**src/rtl/axil_irq_ctrl.sv**
```systemverilog
// axil_irq_ctrl
//   AXI4-Lite control slave for a partition's interrupt lines. It holds NUM_IRQ
//   interrupt request levels that software drives through the REQ, SET and CLR
//   registers. It counts irq_ack pulses per channel, and it can optionally drop
//   a request when that channel is acknowledged (MODE register).
//
//   Register map (word index = addr[7:2]):
//     0x00+4i  CNT[i]  ack count, read; a write with any strobe clears it
//     0x80     REQ     irq_req, R/W, byte-strobed
//     0x84     SET     write-1-to-set irq_req, reads 0
//     0x88     CLR     write-1-to-clear irq_req, reads 0
//     0x8C     MODE    R/W, bit i=1 lets irq_ack[i] clear irq_req[i]
//     other            SLVERR, read data 0, no side effect
//
// Ports
//   clk, resetn                 clock, synchronous active-low reset
//   s_axil_aw* / w* / b*        AXI-Lite write address, data and response
//   s_axil_ar* / r*             AXI-Lite read address and data
//   irq_req                     interrupt request levels
//   irq_ack                     one-cycle acknowledge pulses, one per ack
module axil_irq_ctrl #(
  parameter int NUM_IRQ = 16,
  parameter int CNT_W   = 32,
  parameter int ADDR_W  = 8
) (
  input  logic                clk,
  input  logic                resetn,
  input  logic [ADDR_W-1:0]   s_axil_awaddr,
  input  logic                s_axil_awvalid,
  output logic                s_axil_awready,
  input  logic [31:0]         s_axil_wdata,
  input  logic [3:0]          s_axil_wstrb,
  input  logic                s_axil_wvalid,
  output logic                s_axil_wready,
  output logic [1:0]          s_axil_bresp,
  output logic                s_axil_bvalid,
  input  logic                s_axil_bready,
  input  logic [ADDR_W-1:0]   s_axil_araddr,
  input  logic                s_axil_arvalid,
  output logic                s_axil_arready,
  output logic [31:0]         s_axil_rdata,
  output logic [1:0]          s_axil_rresp,
  output logic                s_axil_rvalid,
  input  logic                s_axil_rready,
  output logic [NUM_IRQ-1:0]  irq_req,
  input  logic [NUM_IRQ-1:0]  irq_ack
);

  localparam logic [5:0] W_REQ  = 6'd32;
  localparam logic [5:0] W_SET  = 6'd33;
  localparam logic [5:0] W_CLR  = 6'd34;
  localparam logic [5:0] W_MODE = 6'd35;
  localparam logic [1:0] RESP_OKAY   = 2'b00;
  localparam logic [1:0] RESP_SLVERR = 2'b10;

  // state
  logic [NUM_IRQ-1:0] req_q, req_d;
  logic [NUM_IRQ-1:0] mode_q, mode_d;
  logic [CNT_W-1:0]   cnt_q [NUM_IRQ];
  logic [CNT_W-1:0]   cnt_d [NUM_IRQ];

  // write channel holding registers
  logic        aw_held_q, aw_held_d;
  logic [5:0]  aw_word_q, aw_word_d;
  logic        w_held_q, w_held_d;
  logic [31:0] wdata_q, wdata_d;
  logic [3:0]  wstrb_q, wstrb_d;
  logic        bvalid_q, bvalid_d;
  logic [1:0]  bresp_q, bresp_d;

  // read channel
  logic        rvalid_q, rvalid_d;
  logic [31:0] rdata_q, rdata_d;
  logic [1:0]  rresp_q, rresp_d;

  logic        aw_hs, w_hs, ar_hs, do_write;
  logic [5:0]  wr_word, rd_word;
  logic [31:0] wr_data;
  logic [3:0]  wr_strb;
  logic [31:0] strb_mask;
  logic [31:0] req_w, mode_w;
  logic [NUM_IRQ-1:0] cnt_clr;
  logic        wr_err;
  logic [31:0] rd_data_c;
  logic        rd_err_c;

  // only addr[7:2] is decoded
  logic unused_addr_bits;
  assign unused_addr_bits = ^{s_axil_awaddr, s_axil_araddr};

  assign s_axil_awready = !aw_held_q && !bvalid_q;
  assign s_axil_wready  = !w_held_q && !bvalid_q;
  assign s_axil_arready = !rvalid_q;
  assign s_axil_bvalid  = bvalid_q;
  assign s_axil_bresp   = bresp_q;
  assign s_axil_rvalid  = rvalid_q;
  assign s_axil_rdata   = rdata_q;
  assign s_axil_rresp   = rresp_q;
  assign irq_req        = req_q;

  assign aw_hs    = s_axil_awvalid && s_axil_awready;
  assign w_hs     = s_axil_wvalid && s_axil_wready;
  assign ar_hs    = s_axil_arvalid && s_axil_arready;
  // A write commits in the cycle both halves are available, held or live.
  assign do_write = (aw_held_q || aw_hs) && (w_held_q || w_hs);

  assign wr_word  = aw_held_q ? aw_word_q : s_axil_awaddr[7:2];
  assign wr_data  = w_held_q ? wdata_q : s_axil_wdata;
  assign wr_strb  = w_held_q ? wstrb_q : s_axil_wstrb;
  assign rd_word  = s_axil_araddr[7:2];

  assign strb_mask = {{8{wr_strb[3]}}, {8{wr_strb[2]}}, {8{wr_strb[1]}}, {8{wr_strb[0]}}};

  // Register write decode. The auto-clear from irq_ack is applied first, so a
  // register write to the same bit in the same cycle overrides it.
  always_comb begin
    req_w   = 32'(req_q & ~(mode_q & irq_ack));
    mode_w  = 32'(mode_q);
    cnt_clr = '0;
    wr_err  = 1'b1;
    for (int i = 0; i < NUM_IRQ; i++) begin
      if (wr_word == 6'(i)) begin
        wr_err     = 1'b0;
        cnt_clr[i] = do_write && (|wr_strb);
      end
    end
    case (wr_word)
      W_REQ: begin
        wr_err = 1'b0;
        if (do_write) req_w = (req_w & ~strb_mask) | (wr_data & strb_mask);
      end
      W_SET: begin
        wr_err = 1'b0;
        if (do_write) req_w = req_w | (wr_data & strb_mask);
      end
      W_CLR: begin
        wr_err = 1'b0;
        if (do_write) req_w = req_w & ~(wr_data & strb_mask);
      end
      W_MODE: begin
        wr_err = 1'b0;
        if (do_write) mode_w = (mode_w & ~strb_mask) | (wr_data & strb_mask);
      end
      default: ;
    endcase
    req_d  = req_w[NUM_IRQ-1:0];
    mode_d = mode_w[NUM_IRQ-1:0];
  end

  // Ack counters; a clear in the same cycle as an ack leaves the count at 1.
  always_comb begin
    for (int i = 0; i < NUM_IRQ; i++) begin
      if (cnt_clr[i]) cnt_d[i] = CNT_W'(irq_ack[i]);
      else            cnt_d[i] = cnt_q[i] + CNT_W'(irq_ack[i]);
    end
  end

  // Read decode samples current (pre-update) state.
  always_comb begin
    rd_data_c = '0;
    rd_err_c  = 1'b1;
    for (int i = 0; i < NUM_IRQ; i++) begin
      if (rd_word == 6'(i)) begin
        rd_data_c = 32'(cnt_q[i]);
        rd_err_c  = 1'b0;
      end
    end
    case (rd_word)
      W_REQ:  begin rd_data_c = 32'(req_q);  rd_err_c = 1'b0; end
      W_SET:  rd_err_c = 1'b0;
      W_CLR:  rd_err_c = 1'b0;
      W_MODE: begin rd_data_c = 32'(mode_q); rd_err_c = 1'b0; end
      default: ;
    endcase
  end

  // Channel handshake bookkeeping.
  always_comb begin
    aw_held_d = aw_held_q;
    aw_word_d = aw_word_q;
    w_held_d  = w_held_q;
    wdata_d   = wdata_q;
    wstrb_d   = wstrb_q;
    bvalid_d  = bvalid_q;
    bresp_d   = bresp_q;
    rvalid_d  = rvalid_q;
    rdata_d   = rdata_q;
    rresp_d   = rresp_q;

    if (aw_hs) begin
      aw_held_d = 1'b1;
      aw_word_d = s_axil_awaddr[7:2];
    end
    if (w_hs) begin
      w_held_d = 1'b1;
      wdata_d  = s_axil_wdata;
      wstrb_d  = s_axil_wstrb;
    end
    if (bvalid_q && s_axil_bready) bvalid_d = 1'b0;
    if (do_write) begin
      aw_held_d = 1'b0;
      w_held_d  = 1'b0;
      bvalid_d  = 1'b1;
      bresp_d   = wr_err ? RESP_SLVERR : RESP_OKAY;
    end

    if (rvalid_q && s_axil_rready) rvalid_d = 1'b0;
    if (ar_hs) begin
      rvalid_d = 1'b1;
      rdata_d  = rd_data_c;
      rresp_d  = rd_err_c ? RESP_SLVERR : RESP_OKAY;
    end
  end

  always_ff @(posedge clk) begin
    if (!resetn) begin
      req_q     <= '0;
      mode_q    <= '0;
      for (int i = 0; i < NUM_IRQ; i++) cnt_q[i] <= '0;
      aw_held_q <= 1'b0;
      aw_word_q <= '0;
      w_held_q  <= 1'b0;
      wdata_q   <= '0;
      wstrb_q   <= '0;
      bvalid_q  <= 1'b0;
      bresp_q   <= RESP_OKAY;
      rvalid_q  <= 1'b0;
      rdata_q   <= '0;
      rresp_q   <= RESP_OKAY;
    end else begin
      req_q     <= req_d;
      mode_q    <= mode_d;
      for (int i = 0; i < NUM_IRQ; i++) cnt_q[i] <= cnt_d[i];
      aw_held_q <= aw_held_d;
      aw_word_q <= aw_word_d;
      w_held_q  <= w_held_d;
      wdata_q   <= wdata_d;
      wstrb_q   <= wstrb_d;
      bvalid_q  <= bvalid_d;
      bresp_q   <= bresp_d;
      rvalid_q  <= rvalid_d;
      rdata_q   <= rdata_d;
      rresp_q   <= rresp_d;
    end
  end

endmodule

```
**config.mk**
```make
export PLATFORM = sky130hd
export DESIGN_NAME = axil_irq_ctrl
export DESIGN_NICKNAME = d
export VERILOG_FILES = /design/src/rtl/axil_irq_ctrl.sv
export SDC_FILE = /design/constraint.sdc
export NUM_CORES = 2
export LEC_CHECK = 0
export ABC_AREA = 1
export BUFFER_PORTS_ARGS = -buffer_cell sky130_fd_sc_hd__clkbuf_2
export CORE_ASPECT_RATIO = 1.5
export CORE_MARGIN = 2
export CORE_UTILIZATION = 30
export DETAILED_ROUTE_END_ITERATION = 7
export GPL_ROUTABILITY_DRIVEN = 0
export PLACE_DENSITY = 0.5
export SYNTH_ARGS = -nofsm -noshare
export SYNTH_HDL_FRONTEND = slang
export SYNTH_SLANG_ARGS = --single-unit
```
**constraint.sdc**
```tcl
create_clock -name clk -period 2.49 [get_ports clk]
set_clock_uncertainty 0.1 [all_clocks]
set_input_delay 0.3735 -clock clk [delete_from_list [all_inputs] [get_ports clk]]
set_output_delay 0.3735 -clock clk [all_outputs]
set_load 0.03 [all_outputs]
```
==> flow_summary_export.csv <==
group,metric,value,unit
run_status,status,"complete, no violations",
timing,finalSetupViolations,0,
die,fp.dieH,408,microns
drt,first_pass_iters,5,
drt,route.detailed.drc,0,
die,fp.dieArea,111000,sq um
placed_design,io_buffers,109,
logic_synthesis,synthDistinctLibCells,52,
worst_setup_path,reg2reg_depth,11,
timing,min_period,2430,ps
grt,grt_max_degree,32,
drt,avgViaCountPerCell,4.86,
grt,grt_use_total,0.215,
final_layout,finalInstanceArea,43800,sq um
grt,grt_pass1_vias,33622,
logic_synthesis,yosys-top-cells-count,"nand2_1 (1,014), nor2_1 (785), inv_1 (656), dfxtp_1 (608), a21oi_1 (308)",
worst_hold_path,hold_path_class,"in -> reg",
worst_setup_path,crit_path_max_fanout,3,
drt,ant_nets,0,
logic_synthesis,synth_top_area_cell,"dfxtp_1",
logic_synthesis,synth_edf_count,0,
power_and_ir_drop,power.total,22600,uW
die,rows,148,
logic_synthesis,synthXorXnorAreaFrac,0.0494,
logic_synthesis,ys_top_cells_by_area,"dfxtp_1 (37%), nand2_1 (12%), nor2_1 (9.0%), inv_1 (7.6%), a21oi_1 (4.7%)",
cts,cts_tree,"built",
drt,drtIter0Drc,2048,
timing,maxSlewViolCount,0,
die,start_util,0.301,
power_and_ir_drop,p_leak,0.0169,uW
worst_setup_path,crit_required,2900,ps
final_layout,final_util,0.405,
worst_setup_path,reg2reg_from,"cnt_q[0][64]",
logic_synthesis,yosys_warnings,0,
worst_hold_path,hold_start,"irq_ack[8]",
worst_setup_path,critPathMaxStageDelay,390,ps
logic_synthesis,synth_compound_area_frac,0.112,
cts,cts-root-buf,"clkbuf_16",
worst_setup_path,crit_chain,"ha_4 > ha_4 > nand3_4 > nor2_4 > nand4_1 > nor2_2 > nand2_1 > or3_4 > buf_4 > nor3_2 > nor3b_2",
logic_synthesis,synthAdderAreaFrac,0.0123,
worst_setup_path,crit_slowest_cell,"or3_4",
timing,finalHoldViolations,0,
logic_synthesis,synth_top_family_by_area,"simple AND/OR/NAND/NOR gates",
timing,relSlewSlack,0.515,
final_layout,nFillCells,11412,
logic_synthesis,netlist_instances,4908,
logic_synthesis,synth_flop_cell,"dfxtp_1",
logic_synthesis,seq_area_frac_synth,0.373,
worst_setup_path,cp-end-kind,"flip-flop",
die,coreArea,108000,sq um
logic_synthesis,muxShareOfSynthArea,0.00461,
worst_setup_path,path_delay_family,"simple AND/OR/NAND/NOR gates",
logic_synthesis,syn_area,32600,sq um
timing,rsz0062_at_grt,"yes",
timing,finalCritPeriodShare,0.974,
logic_synthesis,synth_seq_cells,608,
worst_setup_path,r2r-end,"cnt_q[0][90]",
logic_synthesis,syn_avg_cell_area,6.64,sq um
worst_setup_path,critPathBufInv,1,
logic_synthesis,synth.most_common_cell,"nand2_1",
grt,grt_pass1_wl,187000,microns
drt,vias,34332,
cts,clockBufferDepth,3,
worst_hold_path,hold_path_end,"cnt_q[1][0]",
placed_design,placed_area,38600,sq um
grt,grt-ovfl-total,0,
power_and_ir_drop,p_per_area,516,nW/um^2
final_layout,syn_to_final_growth,34.5,%
die,fp.dieW,273,microns
cts,htree_num_levels,3,
timing,fmax,412,MHz
logic_synthesis,ys_async_sr_fraction,0,
final_layout,final_nets,5681,
final_layout,layout-drive-gt1-share,0.221,
logic_synthesis,synth_simple_gate_area_frac,0.351,
drt,wl_per_cell,17.6,microns
worst_setup_path,reg2reg_slack,60,ps
run,max_cap_violations,0,
placed_design,dp_hpwl,96400,microns
worst_setup_path,cp_common_cell,"ha_4",
die,io_pins,132,
cts,path_clk_slew,60,ps
cts,cts_buffers,71,
cts,clk_latency,630,ps
drt,wirelength,124000,microns
worst_setup_path,cp.arrival,2830,ps
power_and_ir_drop,vdd_ir_drop_max,0.000527,V
worst_setup_path,path_class,"reg -> reg",
worst_setup_path,worst_setup_path_start_kind,"flip-flop",
worst_hold_path,whs_path_depth,4,
timing,fin_setup_tns,0,ps
logic_synthesis,synth.top_cell.area_share,0.373,
cts,numClockSinks,608,
timing,worst_pin_slew,722,ps
grt,antenna_found_initial,7,
[how the worst max path moves through the flow]
stage                    end  slack, ps  depth (start not counted)          start
6_report        cnt_q[0][90]         60                         11   cnt_q[0][64]
2_1_floorplan      flip-flop          1                          9  s_axil_bvalid
3_3_place_gp    cnt_q[0][94]       -470                         13     irq_ack[2]
4_1_cts        cnt_q[0][255]        -60                         14  cnt_q[0][224]
3_5_place_dp   cnt_q[0][255]       -500                         14     irq_ack[7]
5_1_grt         cnt_q[1][62]       -110                         15   cnt_q[1][32]
[area by class of cell]
type / instances / area, sq um / share of cell area
antenna: 5 / 12.5 / 0.000285
clock buffer: 101 / 2040 / 0.0466
clock inverter: 25 / 230 / 0.00525
inverter: 665 / 2500 / 0.0571
multi-input combinational: 3487 / 19200 / 0.437
sequential: 608 / 12200 / 0.278
tap: 1425 / 1780 / 0.0407
timing repair buffer: 741 / 5900 / 0.135
[metal layers]
metal  wire length, microns  up-vias  track usage  part of all wire
li1                       -    17233            -                 -
met1                  46200    16203        0.225              0.37
met2                  67800      651        0.422              0.55
met3                   4680      243       0.0263             0.038
met4                   5670        2       0.0892             0.046
met5                     13        -            0           0.00010
[report_power, final]
part	switching (uW)	internal, uW	leakage [uW]
Sequential	127	9890	0.00492
Clock	4490	6030	0.00113
Combinational	1290	774	0.0109
[sequential cells by signal (all words and copies together), names as in the netlist, named ones only]
name / cells
aw_word_q: 6
irq_req: 16
s_axil_bvalid: 1
s_axil_rvalid: 1
wstrb_q: 4
wdata_q: 16
s_axil_rresp: 1
aw_held_q: 1
cnt_q: 512
s_axil_bresp: 1
s_axil_rdata: 32
w_held_q: 1
[worst min-delay path: cells and delay by family]
kind | cells | cell delay [ps]
adder cells (fa/ha/maj) | 1 | 110
AND/OR/NAND/NOR | 1 | 80
buffers and inverters | 1 | 110
AO/OA/AOI/OAI | 1 | 70
[through the flow]
stage                     cells  hold WS [ps]  setup slack, ps
after CTS                  6996          8.74            -61.9
after floorplan            4909           338             1.12
after global placement     6816           348             -474
after detailed placement   6816           352             -500
after global routing       7056          50.4             -113
final                      7057          52.2             64.1
[what timing repair did]
action                                  in CTS  in global routing
endpoints found under the hold margin       30                  0
cloned                                       0                  5
hold buffers                                30                  0
pin swaps                                   57                129
endpoints found under the setup margin      85                367
setup buffers                               25                 52
gates resized for setup                    169                316
[cell families after synthesis]
group / after synthesis
xor gates and xnor gates: 184
and+or+nand+nor: 2602
other: 1
buffers and inverters: 814
AOI/OAI and AO/OA: 652
adders and majority gates: 32
muxes: 15
DFF: 608
[placed cells by master, fill, tap and decap left out, types with 26 or more instances in the layout]
cell / n
ha_4: 26
clkbuf_16: 77
inv_1: 641
dlygate4sd3_1: 30
or2_2: 55
o22ai_1: 27
xor2_1: 146
nand4_1: 115
xnor2_1: 37
dfxtp_1: 589
nand3_1: 154
nand2_1: 958
a221oi_1: 32
nand2_2: 47
buf_12: 31
a21oi_1: 303
nor3b_1: 96
buf_4: 553
nor4_1: 37
nor2_4: 49
o21ai_0: 188
nor3_1: 205
clkbuf_2: 108
nor2_2: 60
nor2_1: 680
Note: power is estimated with default switching activity, not from simulation.
